--- src/rtl/approx_add_pipe.sv ---
// ---------------------------------------------------------------------------
// approx_add_pipe
//
// Pipelined N-bit unsigned adder. Each beat can ask for either the exact sum
// or an approximate one. The approximate sum ORs the low K bits together and
// feeds the upper N-K bits through an exact carry chain. That chain gets its
// carry-in predicted from bit K-1 alone.
//
// The block computes both sums for every beat, so it can flag an approximate
// result that differs from the exact one.
//
// The ripple chain is cut into STAGES segments of ceil(N/STAGES) bits, and
// the last segment takes whatever bits remain. One register stage sits after
// each segment, so latency is STAGES cycles from accept to output transfer.
// The handshake is valid/ready at both ends, bubbles collapse, and throughput
// is one beat per cycle.
//
// Ports
//   clk        in   1    rising-edge clock
//   rst_n      in   1    synchronous active-low reset
//   in_valid   in   1    operand beat valid
//   in_ready   out  1    block accepts a beat this cycle
//   in_a       in   N    operand A
//   in_b       in   N    operand B
//   in_mode    in   1    0 = exact sum, 1 = approximate sum
//   out_valid  out  1    result beat valid
//   out_ready  in   1    consumer takes the result this cycle
//   out_sum    out  N+1  result including carry-out
//   out_err    out  1    approximate result differs from exact sum
// ---------------------------------------------------------------------------
module approx_add_pipe #(
    parameter int N      = 16,
    parameter int K      = 12,
    parameter int STAGES = 2
) (
    input  logic         clk,
    input  logic         rst_n,
    input  logic         in_valid,
    output logic         in_ready,
    input  logic [N-1:0] in_a,
    input  logic [N-1:0] in_b,
    input  logic         in_mode,
    output logic         out_valid,
    input  logic         out_ready,
    output logic [N:0]   out_sum,
    output logic         out_err
);

    localparam int SEG_W = (N + STAGES - 1) / STAGES;

    // Everything one beat carries between stages. Operand bits are kept in
    // full so that later segments can read their slice. The sum fields fill
    // in segment by segment. c_ex and c_ap are the carries leaving the most
    // recently finished segment.
    typedef struct packed {
        logic         mode;
        logic [N-1:0] a;
        logic [N-1:0] b;
        logic [N-1:0] sum_ex;
        logic [N-1:0] sum_ap;
        logic         c_ex;
        logic         c_ap;
    } beat_t;

    beat_t              beat_q   [STAGES];
    beat_t              beat_d   [STAGES];
    beat_t              stage_in [STAGES];
    logic [STAGES-1:0]  up_valid;
    logic [STAGES-1:0]  valid_q;
    logic [STAGES-1:0]  ready;

    beat_t              out_beat;
    logic [N:0]         exact_sum;
    logic [N:0]         approx_sum;

    // Segment bounds are clamped to N. This keeps segments empty when STAGES
    // is larger than needed for a small N, for example N=2 with STAGES=4.
    function automatic int seg_lo(input int s);
        int lo;
        lo = s * SEG_W;
        return (lo > N) ? N : lo;
    endfunction

    function automatic int seg_hi(input int s);
        int hi;
        hi = (s == STAGES - 1) ? N : (s + 1) * SEG_W;
        return (hi > N) ? N : hi;
    endfunction

    // Ripple both adders across bits [lo, hi).
    // Below K, the approximate adder emits a|b and propagates no carry,
    // except at bit K-1, where a&b becomes the predicted carry into the
    // exact upper part.
    function automatic beat_t seg_add(input beat_t b_in, input int lo, input int hi);
        beat_t r;
        logic  cx;
        logic  ca;
        logic  ai;
        logic  bi;
        r  = b_in;
        cx = b_in.c_ex;
        ca = b_in.c_ap;
        for (int i = 0; i < N; i++) begin
            ai = b_in.a[i];
            bi = b_in.b[i];
            if (i >= lo && i < hi) begin
                r.sum_ex[i] = ai ^ bi ^ cx;
                cx          = (ai & bi) | (cx & (ai ^ bi));
                if (i < K) begin
                    r.sum_ap[i] = ai | bi;
                    ca          = (i == K - 1) ? (ai & bi) : 1'b0;
                end else begin
                    r.sum_ap[i] = ai ^ bi ^ ca;
                    ca          = (ai & bi) | (ca & (ai ^ bi));
                end
            end
        end
        r.c_ex = cx;
        r.c_ap = ca;
        return r;
    endfunction

    // Stage s can load when it is empty, or when everything downstream of it
    // drains this cycle. The recursive ready chain is unrolled here into
    // "out_ready or some stage from s onward is empty".
    always_comb begin
        logic all_full;
        all_full = 1'b0;
        ready    = '0;
        for (int s = 0; s < STAGES; s++) begin
            all_full = 1'b1;
            for (int t = s; t < STAGES; t++) begin
                all_full = all_full & valid_q[t];
            end
            ready[s] = out_ready | ~all_full;
        end
    end

    assign in_ready = ready[0];

    for (genvar s = 0; s < STAGES; s++) begin : g_stage
        if (s == 0) begin : g_first
            assign stage_in[s] = '{mode:   in_mode,
                                   a:      in_a,
                                   b:      in_b,
                                   sum_ex: '0,
                                   sum_ap: '0,
                                   c_ex:   1'b0,
                                   c_ap:   1'b0};
            assign up_valid[s] = in_valid;
        end else begin : g_next
            assign stage_in[s] = beat_q[s-1];
            assign up_valid[s] = valid_q[s-1];
        end
        assign beat_d[s] = seg_add(stage_in[s], seg_lo(s), seg_hi(s));
    end

    // Data registers load only on a real transfer. A stalled stage, or one
    // that has just emptied, therefore keeps its contents, and the outputs
    // stay stable under backpressure.
    always_ff @(posedge clk) begin
        if (!rst_n) begin
            valid_q <= '0;
            for (int s = 0; s < STAGES; s++) begin
                beat_q[s] <= '0;
            end
        end else begin
            for (int s = 0; s < STAGES; s++) begin
                if (ready[s]) begin
                    valid_q[s] <= up_valid[s];
                    if (up_valid[s]) begin
                        beat_q[s] <= beat_d[s];
                    end
                end
            end
        end
    end

    assign out_beat   = beat_q[STAGES-1];
    assign exact_sum  = {out_beat.c_ex, out_beat.sum_ex};
    assign approx_sum = {out_beat.c_ap, out_beat.sum_ap};

    assign out_valid = valid_q[STAGES-1];
    assign out_sum   = out_beat.mode ? approx_sum : exact_sum;
    assign out_err   = out_beat.mode & (approx_sum != exact_sum);

endmodule

--- config.mk ---
export PLATFORM = sky130hd
export DESIGN_NAME = approx_add_pipe
export DESIGN_NICKNAME = d
export VERILOG_FILES = /design/src/rtl/approx_add_pipe.sv
export SDC_FILE = /design/constraint.sdc
export NUM_CORES = 1
export LEC_CHECK = 0
export ABC_CLOCK_PERIOD_IN_PS = 3900
export BUFFER_PORTS_ARGS = -buffer_cell sky130_fd_sc_hd__buf_2
export CORE_ASPECT_RATIO = 2
export CORE_MARGIN = 2
export CORE_UTILIZATION = 51
export CTS_CLUSTER_SIZE = 16
export DETAILED_ROUTE_END_ITERATION = 6
export GPL_TIMING_DRIVEN = 0
export PLACE_DENSITY = 0.76
export SLEW_MARGIN = 20
export SYNTH_ARGS = -nofsm -noshare
export SYNTH_HDL_FRONTEND = slang
export SYNTH_SLANG_ARGS = --single-unit
--- constraint.sdc ---
create_clock -name clk -period 3.9 [get_ports clk]
set_clock_uncertainty 0.1 [all_clocks]
set_input_delay 0.39 -clock clk [delete_from_list [all_inputs] [get_ports clk]]
set_output_delay 0.39 -clock clk [all_outputs]
set_load 0.02 [all_outputs]
==> results of run 1 <==
==> worst reg2reg max path, cell delays in order, from the launching register on <==
cell and delay (ns):
edfxtp_1 0.39, inv_2 0.09, fa_1 0.17, inv_1 0.05, fa_2 0.34, fa_2 0.36, fa_2 0.35, fa_2 0.39
fa_2 0.35, fa_1 0.38, inv_1 0.08, fa_1 0.41, nor2_1 0.12
==> report_power, final <==
group / switching, µW / internal, µW
sequential: 36.0 / 920
combinational: 153 / 122
clock: 264 / 419
total: 453 / 1460
==> area by class of cell <==
class / count / area [µm²]
buffer: 9 / 45.0
clock buffer: 12 / 236
clock inverter: 3 / 11.3
fill: 513 / 2560
inverter: 38 / 143
multi-input combinational: 153 / 1410
sequential: 71 / 2110
tap: 90 / 113
timing repair buffer: 57 / 308
==> what timing repair did <==
item,4_1_cts,5_1_grt
setup endpoints to repair,1,1
hold buffers,0,0
pin swaps,1,1
setup buffers,0,0
resized for setup,3,3
==> cell families (layout without fill, tap and decap cells) <==
kind of cell             Yosys count  after routing  share of synthesized area (%)
AO/OA/AOI/OAI                      6              6                           1.26
XOR/XNOR                          17             17                           4.04
adder cells (fa/ha/maj)           33             33                           15.1
buffers and inverters             47            119                           5.10
flip-flops                        71             71                           57.4
multiplexers                      17             17                           5.20
AND/OR/NAND/NOR                   80             80                           11.9
==> registers in the layout (all words and copies together), names as in the netlist <==
name / cells
valid_q: 2
beat_q: 69
==> worst max path at each step <==
stage / from / endpoint / slack, ns / cells after the start
2_1_floorplan: out_ready / beat_q[0][100] / 0.21 / 2
3_3_place_gp: out_ready / beat_q[0][85] / -0.50 / 3
3_5_place_dp: beat_q[0][42] / beat_q[0][100] / -0.12 / 12
4_1_cts: beat_q[0][42] / beat_q[0][100] / 0.01 / 12
5_1_grt: beat_q[0][42] / beat_q[0][100] / 0.06 / 12
6_report: beat_q[0][42] / beat_q[0][100] / 0.19 / 12
==> routing by layer <==
metal / share of wire [%] / vias to the layer above / track usage, % / wire, µm
met4: 3.4 / 0 / 10.2 / 195
met3: 4.1 / 11 / 4.52 / 236
met2: 57 / 47 / 29.8 / 3290
li1: - / 1011 / - / -
met1: 35 / 945 / 15.2 / 2020
met5: 0 / - / 0 / 0
==> synthesized netlist by cell type (all sizes together) <==
master / count
mux2: 17
nand4: 1
inv: 38
o41a: 1
nor4: 2
o21ai: 2
nor3: 1
nand2b: 1
a21oi: 2
buf: 5
fa: 19
o21a: 1
nor2b: 1
edfxtp: 69
and2b: 1
xnor2: 4
xor2: 13
nand3: 1
clkbuf: 4
ha: 14
nand2: 3
dfxtp: 2
nor2: 21
and2: 48
==> through the flow <==
step                      utilization [%]  instances  hold slack [ns]  setup slack [ns]  power (µW)
after floorplan                         -        271            0.397             0.211        1140
after global routing                 63.0        433            0.229            0.0629        2010
after detailed placement             59.3        418            0.408            -0.117        1250
final                                63.0        433            0.238             0.188        1910
after CTS                            63.0        433            0.223            0.0114        1930
after global placement               58.7        417            0.402            -0.500        1230
==> impl_metrics.py, run 1 <==
metrics = {
    "route": {
        "drt_iter0_markers": 55,
        "drt.antenna.violating_nets": 0,
        "vias": 2014,
        "drc": 0,
        "vias_per_cell": 4.65,
        "first_pass_iters": 4,
        "wirelength_mm": 5.74,
        "wl_per_cell_um": 13.3,
    },
    "worst_setup_path": {
        "critical_path_class": "flip-flop to flip-flop",
        "critical_path.cell_chain": "inv_2, fa_1, inv_1, fa_2, fa_2, fa_2, fa_2, fa_2, fa_1, inv_1, fa_1, nor2_1",
        "crit_path_start_kind": "flip-flop",
        "worst_path_max_delay_cell": "fa_1",
        "worst_path_largest_cell_delay_ns": 0.41,
        "arrival_ns": 3.80,
        "timing.rr.start": "beat_q[0][42]",
        "r2r_slack_ns": 0.19,
        "cp_top_family": "adder cells",
        "endpoint_kind": "flip-flop",
        "cp_num_buf_inv": 3,
        "reg2regPathDepth": 12,
        "crit_required_ns": 3.99,
        "crit_fanout": 2,
        "path_common_cell": "fa_2",
        "reg2reg_to": "beat_q[0][100]",
    },
    "finish": {
        "syn2layout_area_growth_pct": 18.9,
        "diodes": 0,
        "most-common-layout-cells": "edfxtp_1, buf_2, and2_1",
        "fin_area_um2": 4380,
        "final_common_cell": "edfxtp_1",
        "layout.nets": 409,
        "layout-drive-gt1-share_pct": 29.2,
    },
    "clock_tree": {
        "cts_tree": "yes",
        "clk_latency_ns": 0.32,
        "clkTransAtPathRegs_ns": 0.05,
        "clkSinkCount": 71,
        "cts_made_buffers": 9,
        "cts_root_buf": "clkbuf_16",
        "cts_max_level": 3,
        "cts.path.max_buffers": 2,
    },
    "global_route": {
        "gr-total-overflow": 0,
        "grt_pass1_vias": 2074,
        "grtUsageTotal_pct": 16.1,
        "grt_max_degree": 35,
        "grt_antenna_before_repair": 0,
        "grt_pass1_wl_mm": 9.16,
    },
    "logic_synthesis": {
        "yosysSeqAreaShare_pct": 57.4,
        "ys_warn_count": 0,
        "yosys-top-cells-area": "edfxtp_1, fa_1, and2_1",
        "synth-seq-cells": 71,
        "synth_top_cell_area_share_pct": 56.3,
        "avgSynthCellArea_um2": 13.6,
        "syn-num-nets": 341,
        "syn_inst": 271,
        "synth_cell_types": 28,
        "synth_top_area_cell": "edfxtp_1",
        "netlist_area_um2": 3680,
    },
    "floorplan": {
        "start_util_pct": 53.0,
        "core_um2": 6940,
        "die_area_um2": 7950,
        "pin_count": 57,
        "fp-row-count": 43,
        "die_w_um": 64.1,
        "die_h_um": 124,
    },
    "power": {
        "p_leak_uw": 0.00194,
        "powerDensity_nw_per_um2": 438,
        "vdd_drop_max_mv": 0.322,
    },
    "sta": {
        "finalSetupTns_ns": 0,
        "hold_viol": 0,
        "relSlewSlack_pct": 50.1,
        "worstMarginPinSlew_ns": 0.746,
        "setup_viol_count_final": 0,
        "rsz0062_at_grt": "false",
        "min_period_over_period_pct": 95.2,
        "timing.fmax_ghz": 0.269,
        "drv_slew": 0,
        "min_period_ns": 3.71,
    },
    "hold_path": {
        "hold_path_depth": 2,
        "hp-class": "input port to flip-flop",
        "hold_end": "beat_q[0][47]",
        "min-delay-start": "in_b[13]",
    },
    "placed_design": {
        "dp_hpwl_mm": 4.51,
        "place_area_um2": 4120,
        "gp_congestion": 0.755,
        "portBuffers": 56,
    },
    "status": {
        "run_status": "finished, final reports clean",
    },
    "job": {
        "cap_violations": 0,
    },
}
(Power assumes the default switching activity.)
==> run 2, diff against run 1 <==
Settings changed: ABC_CLOCK_PERIOD_IN_PS 3900 to 4700, CORE_UTILIZATION 51 to 60, CTS_BUF_LIST from default to sky130_fd_sc_hd__clkbuf_8 sky130_fd_sc_hd__clkbuf_16, PLACE_DENSITY 0.76 to 0.84.
Clock period 3.9 ns to 4.7 ns, I/O delays scaled along.
==> run 2 against run 1 <==
Effect of this change:
- combinational power down 17%
- critical path depth unchanged
- die area down 14%
- non-clock buffer count unchanged
- power down 14%
- worst setup slack better by 0.61 ns
- routed wire length up 2.4%
- worst hold slack better by 0.076 ns
- clock power down 8.9%
- register-to-register slack better by 0.61 ns
- critical endpoint unchanged
==> impl_metrics.py, run 2 (synthesized netlist as in run 1, its figures left out) <==
metrics = {
    "status": {
        "run_status": "finished, final reports clean",
    },
    "sta": {
        "final.setup.worst_slack_ns": 0.798,
        "relSlewSlack_pct": 50.6,
        "finalSetupTns_ns": 0,
        "min_period_ns": 3.90,
        "rsz0062_at_grt": "false",
        "timing.fmax_ghz": 0.256,
        "hold_viol": 0,
        "worstMarginPinSlew_ns": 0.738,
        "drv_slew": 0,
        "min_period_over_period_pct": 83.0,
        "setup_viol_count_final": 0,
    },
    "worst_setup_path": {
        "crit_required_ns": 4.79,
        "crit_path_start_kind": "flip-flop",
        "critical_path_class": "flip-flop to flip-flop",
        "worst_path_largest_cell_delay_ns": 0.43,
        "worst_path_max_delay_cell": "fa_1",
        "cp_top_family": "adder cells",
        "cp_num_buf_inv": 3,
        "arrival_ns": 3.99,
        "path_common_cell": "fa_1",
        "endpoint_kind": "flip-flop",
        "crit_fanout": 2,
        "critical_path.cell_chain": "inv_1, fa_1, inv_1, fa_1, fa_1, fa_1, fa_1, fa_1, fa_1, inv_1, fa_1, nor2_1",
    },
    "global_route": {
        "grt_pass1_wl_mm": 9.90,
        "busiest_layer": "met2",
        "grt_pass1_vias": 2213,
        "grt_use_met1_pct": 20.1,
        "grt_use_met2_pct": 35.6,
        "grtUsageTotal_pct": 20.7,
        "grtUsageMet3_pct": 5.62,
        "gr-total-overflow": 0,
        "grt_antenna_before_repair": 0,
        "grt_max_degree": 35,
    },
    "finish": {
        "regMostFlops": "beat_q",
        "layout-drive-gt1-share_pct": 29.1,
        "largest_reg_flops": 69,
        "reg.largest.list": "beat_q (69), valid_q (2)",
        "final_common_cell": "edfxtp_1",
        "diodes": 0,
        "layout.nets": 409,
        "most-common-layout-cells": "edfxtp_1, buf_2, and2_1",
        "fillCellCount": 420,
        "syn2layout_area_growth_pct": 18.6,
        "fin_area_um2": 4370,
    },
    "route": {
        "wl_per_cell_um": 14.4,
        "wirelength_mm": 5.88,
        "drt_iter0_markers": 31,
        "vias": 2078,
        "drc": 0,
        "vias_per_cell": 5.11,
        "drt.antenna.violating_nets": 0,
        "first_pass_iters": 4,
    },
    "clock_tree": {
        "ctsResizeCount": 0,
        "cts_tree": "yes",
        "clkTransAtPathRegs_ns": 0.05,
        "clk_latency_ns": 0.33,
        "cts_max_level": 3,
        "cts_root_buf": "clkbuf_16",
        "cts_setup_buffers": 0,
        "cts.path.max_buffers": 2,
        "postCtsHoldBufs": 0,
        "cts_made_buffers": 9,
        "clkSinkCount": 71,
    },
    "floorplan": {
        "fp-row-count": 40,
        "die_w_um": 59.4,
        "die_area_um2": 6820,
        "start_util_pct": 61.8,
        "die_h_um": 115,
        "core_um2": 5960,
        "pin_count": 57,
    },
    "power": {
        "powerDensity_nw_per_um2": 376,
        "vdd_drop_max_mv": 0.328,
        "p_leak_uw": 0.00197,
    },
    "hold_path": {
        "hp-class": "input port to flip-flop",
    },
    "placed_design": {
        "place_ws_ns": 0.812,
        "dp_hpwl_mm": 4.45,
        "portBuffers": 56,
        "place_area_um2": 4080,
        "gp_congestion": 0.782,
    },
    "job": {
        "cap_violations": 0,
    },
}
-- run 2: changes by cell type in the layout (fill, tap and decap cells not counted) --
cell,previous run,this run
clkinv_1,3,1
fa_2,5,0
clkbuf_1,5,2
clkbuf_8,0,3
fa_1,14,19
clkinv_2,0,3
inv_2,1,0
inv_1,37,38
-- run 2: final cells by class --
class / count / area (µm²) / share of cell area [%]
Buffer: 9 / 45.0 / 1.03
Clock inverter: 4 / 18.8 / 0.430
Sequential cell: 71 / 2110 / 48.4
Timing Repair Buffer: 57 / 308 / 7.05
Inverter: 38 / 143 / 3.27
Clock buffer: 12 / 267 / 6.10
Multi-Input combinational cell: 153 / 1400 / 31.9
Tap cell: 63 / 78.8 / 1.81
-- run 2: routing by layer --
| layer | part of all wire [%] | vias up | routed length (µm) |
|---|---|---|---|
| met5 | 0 | - | 0 |
| met4 | 6.0 | 0 | 353 |
| met3 | 4.0 | 27 | 236 |
| met2 | 57 | 59 | 3380 |
| met1 | 33 | 981 | 1910 |
| li1 | - | 1011 | - |
-- run 2: power by group --
part / leakage (µW) / internal, µW / switching, µW / total (µW)
Sequential: 0.000758 / 763 / 30.8 / 794
Combinational: 0.00107 / 100 / 127 / 227
Clock: 0.000146 / 395 / 227 / 622
Total: 0.00197 / 1260 / 385 / 1640
-- run 2: metrics by stage --
stage | hold slack (ns) | std cells | util [%] | power, µW
6_report | 0.314 | 407 | 73.3 | 1640
2_1_floorplan | 0.397 | 271 | - | 950
3_3_place_gp | 0.402 | 390 | 67.8 | 1020
5_1_grt | 0.315 | 407 | 73.3 | 1710
4_1_cts | 0.307 | 407 | 73.3 | 1650
3_5_place_dp | 0.405 | 391 | 68.5 | 1030
-- run 2: worst reg2reg max path, stage by stage, from the launching register on --
cell and delay [ns]:
edfxtp_1 0.35, inv_1 0.10, fa_1 0.18, inv_1 0.05, fa_1 0.39, fa_1 0.43, fa_1 0.40, fa_1 0.40
fa_1 0.40, fa_1 0.38, inv_1 0.08, fa_1 0.40, nor2_1 0.12
-- run 2: worst paths after layout --
| kind | start | endpoint | slack [ns] | cells after the start |
|---|---|---|---|---|
| setup / recovery | beat_q[0][42] | beat_q[0][100] | 0.80 | 12 |
| hold / removal | in_b[9] | beat_q[0][43] | 0.31 | 2 |
| setup reg to reg | beat_q[0][42] | beat_q[0][100] | 0.80 | 12 |
| hold reg to reg | beat_q[0][6] | beat_q[0][73] | 0.42 | 1 |
==> run 3, diff against run 2 <==
Settings changed: ABC_AREA from default to 1, ABC_CLOCK_PERIOD_IN_PS 4700 to 4000, CORE_UTILIZATION 60 to 57, PLACE_DENSITY 0.84 to 0.8.
Clock period 4.7 ns to 4 ns, I/O delays scaled along.
==> run 3 against run 2 <==
Effect of this change:
- non-clock buffer count rose by 1
- largest power group unchanged
- count of clock-buffer cells in the layout fell by 3
- core utilization fell by 4.8 points
- final area rose by 3.0%
- worst setup slack got worse by 0.59 ns
- maximum frequency rose by 2.8%
- combinational power rose by 42%
==> impl_metrics.py, run 3 <==
metrics = {
    "logic_synthesis": {
        "muxShareOfSynthArea_pct": 0,
        "ys_warn_count": 0,
        "syn_inst": 392,
        "yosys-top-cells-area": "edfxtp_1, inv_1, fa_1",
        "synth_compound_area_share_pct": 1.62,
        "synth_top_family_by_area": "simple AND/OR/NAND/NOR gates",
        "synth_cell_types": 21,
        "synth_top_cell_area_share_pct": 53.8,
        "syn-num-nets": 462,
        "synth-seq-cells": 71,
        "synth_top_area_cell": "edfxtp_1",
        "yosysMostFrequentCell": "inv_1",
        "synthSimpleGateAreaFrac_pct": 14.9,
        "synthAdderAreaFrac_pct": 14.4,
        "synthXorXnorAreaFrac_pct": 1.82,
        "yosysSeqAreaShare_pct": 54.9,
        "synth_flop_cell": "edfxtp_1",
        "async_reset_ff_share_pct": 0,
        "synth_edf_count": 69,
        "netlist_area_um2": 3850,
        "synthTopCellsByCount": "inv_1, nor2_1, edfxtp_1, nand2_1, fa_1",
        "avgSynthCellArea_um2": 9.82,
    },
    "clock_tree": {
        "cts.path.max_buffers": 2,
        "clk_latency_ns": 0.33,
        "clkSinkCount": 71,
        "cts_made_buffers": 9,
        "cts_max_level": 3,
        "cts_setup_buffers": 0,
        "cts_root_buf": "clkbuf_16",
        "cts_tree": "yes",
        "clkTransAtPathRegs_ns": 0.05,
    },
    "sta": {
        "min_period_over_period_pct": 94.9,
        "finalSetupTns_ns": 0,
        "setup_viol_count_final": 0,
        "min_period_ns": 3.80,
        "drv_slew": 0,
        "worstMarginPinSlew_ns": 0.755,
        "relSlewSlack_pct": 49.5,
        "hold_viol": 0,
        "fin_worst_hold_slack_ns": 0.250,
        "rsz0062_at_grt": "false",
        "timing.fmax_ghz": 0.263,
    },
    "route": {
        "drt.antenna.violating_nets": 0,
        "drc": 0,
        "first_pass_iters": 5,
        "drt_iter0_markers": 105,
        "vias_per_cell": 4.60,
        "wirelength_mm": 6.35,
        "wl_per_cell_um": 11.5,
        "vias": 2528,
    },
    "floorplan": {
        "pin_count": 57,
        "die_h_um": 120,
        "die_area_um2": 7470,
        "fp-row-count": 42,
        "core_um2": 6570,
        "start_util_pct": 58.6,
        "die_w_um": 62.1,
    },
    "finish": {
        "reg.largest.list": "beat_q (69), valid_q (2)",
        "layout.nets": 529,
        "layout-drive-gt1-share_pct": 18.4,
        "fillCellCount": 479,
        "largest_reg_flops": 69,
        "fin_area_um2": 4500,
        "syn2layout_area_growth_pct": 16.9,
        "final_cells": 550,
        "final_common_cell": "inv_1",
        "final_util_pct": 68.5,
        "most-common-layout-cells": "inv_1, nor2_1, edfxtp_1",
        "regMostFlops": "beat_q",
        "diodes": 0,
    },
    "worst_setup_path": {
        "arrival_ns": 3.89,
        "crit_fanout": 2,
        "crit_path_start_kind": "flip-flop",
        "endpoint_kind": "flip-flop",
        "critical_path_class": "flip-flop to flip-flop",
        "crit_required_ns": 4.09,
    },
    "placed_design": {
        "gp_congestion": 0.798,
        "dp_hpwl_mm": 4.73,
        "place_area_um2": 4250,
        "dpl.cell_count": 536,
        "portBuffers": 56,
    },
    "global_route": {
        "gr-total-overflow": 0,
        "grt_max_degree": 36,
        "grtUsageTotal_pct": 19.9,
        "grt_pass1_wl_mm": 11.3,
        "grt_pass1_vias": 2708,
        "grt_antenna_before_repair": 0,
    },
    "status": {
        "run_status": "finished, final reports clean",
    },
    "job": {
        "cap_violations": 0,
    },
    "power": {
        "p_leak_uw": 0.00226,
        "vdd_drop_max_mv": 0.489,
        "powerDensity_nw_per_um2": 430,
    },
    "hold_path": {
        "hp-class": "input port to flip-flop",
    },
}
==> run 3: layout make-up <==
class / instances / area (µm²) / area share [%]
buffer: 11 / 70.1 / 1.56
clock buffer: 9 / 225 / 5.01
clock inverter: 5 / 21.3 / 0.473
inverter: 108 / 405 / 9.01
multi-input combinational: 202 / 1270 / 28.3
sequential: 71 / 2110 / 46.9
tap: 88 / 110 / 2.45
timing repair buffer: 56 / 280 / 6.23
==> run 3: routing by layer <==
metal | part of all wire (%) | vias up | global-route usage, %
met5 | 0 | - | 0
met4 | 3.7 | 0 | 12.2
met3 | 4.3 | 21 | 4.47
met2 | 56 | 66 | 36.7
met1 | 36 | 1161 | 19.9
li1 | - | 1280 | -
==> run 3: cells by family (layout without fill, tap and decap cells) <==
group / after synthesis / after routing
XOR/XNOR: 8 / 8
adder cells (fa/ha/maj): 33 / 33
AND/OR/NAND/NOR: 149 / 149
AO/OA/AOI/OAI: 12 / 12
flip-flops: 71 / 71
buffers and inverters: 119 / 189
==> run 3: through the flow <==
stage,setup WS (ns),power (µW)
final,0.203,1930
after floorplan,0.327,1170
after CTS,0.0681,1950
after global placement,0.164,1260
after global routing,0.0504,2040
after detailed placement,0.107,1280
==> run 3: worst max-delay path, cell delays in order (launching register included) <==
cell and delay, ns:
edfxtp_1 0.35, inv_1 0.11, fa_1 0.18, inv_1 0.05, fa_1 0.40, fa_2 0.35
fa_2 0.36, fa_1 0.38, fa_1 0.40, fa_1 0.37, inv_1 0.08, fa_1 0.42
nor2_2 0.11
==> run 3: repair_timing <==
item                                    in CTS  in global routing
endpoints found under the setup margin       0                  1
hold buffers                                 0                  0
resized for setup                            0                  4
==> run 3: power breakdown <==
group	internal [µW]	total, µW	switching [µW]
clock	402	664	262
sequential	908	947	39.4
combinational	122	323	202
==> run 3: path summary, 6_finish.rpt <==
path            startpoint        endpoint  slack [ns]  depth (start not counted)
min               in_valid      valid_q[0]        0.25                          3
max          beat_q[0][58]  beat_q[0][100]        0.20                         12
min reg2reg     valid_q[0]      valid_q[1]        0.40                          2
max reg2reg  beat_q[0][58]  beat_q[0][100]        0.20                         12
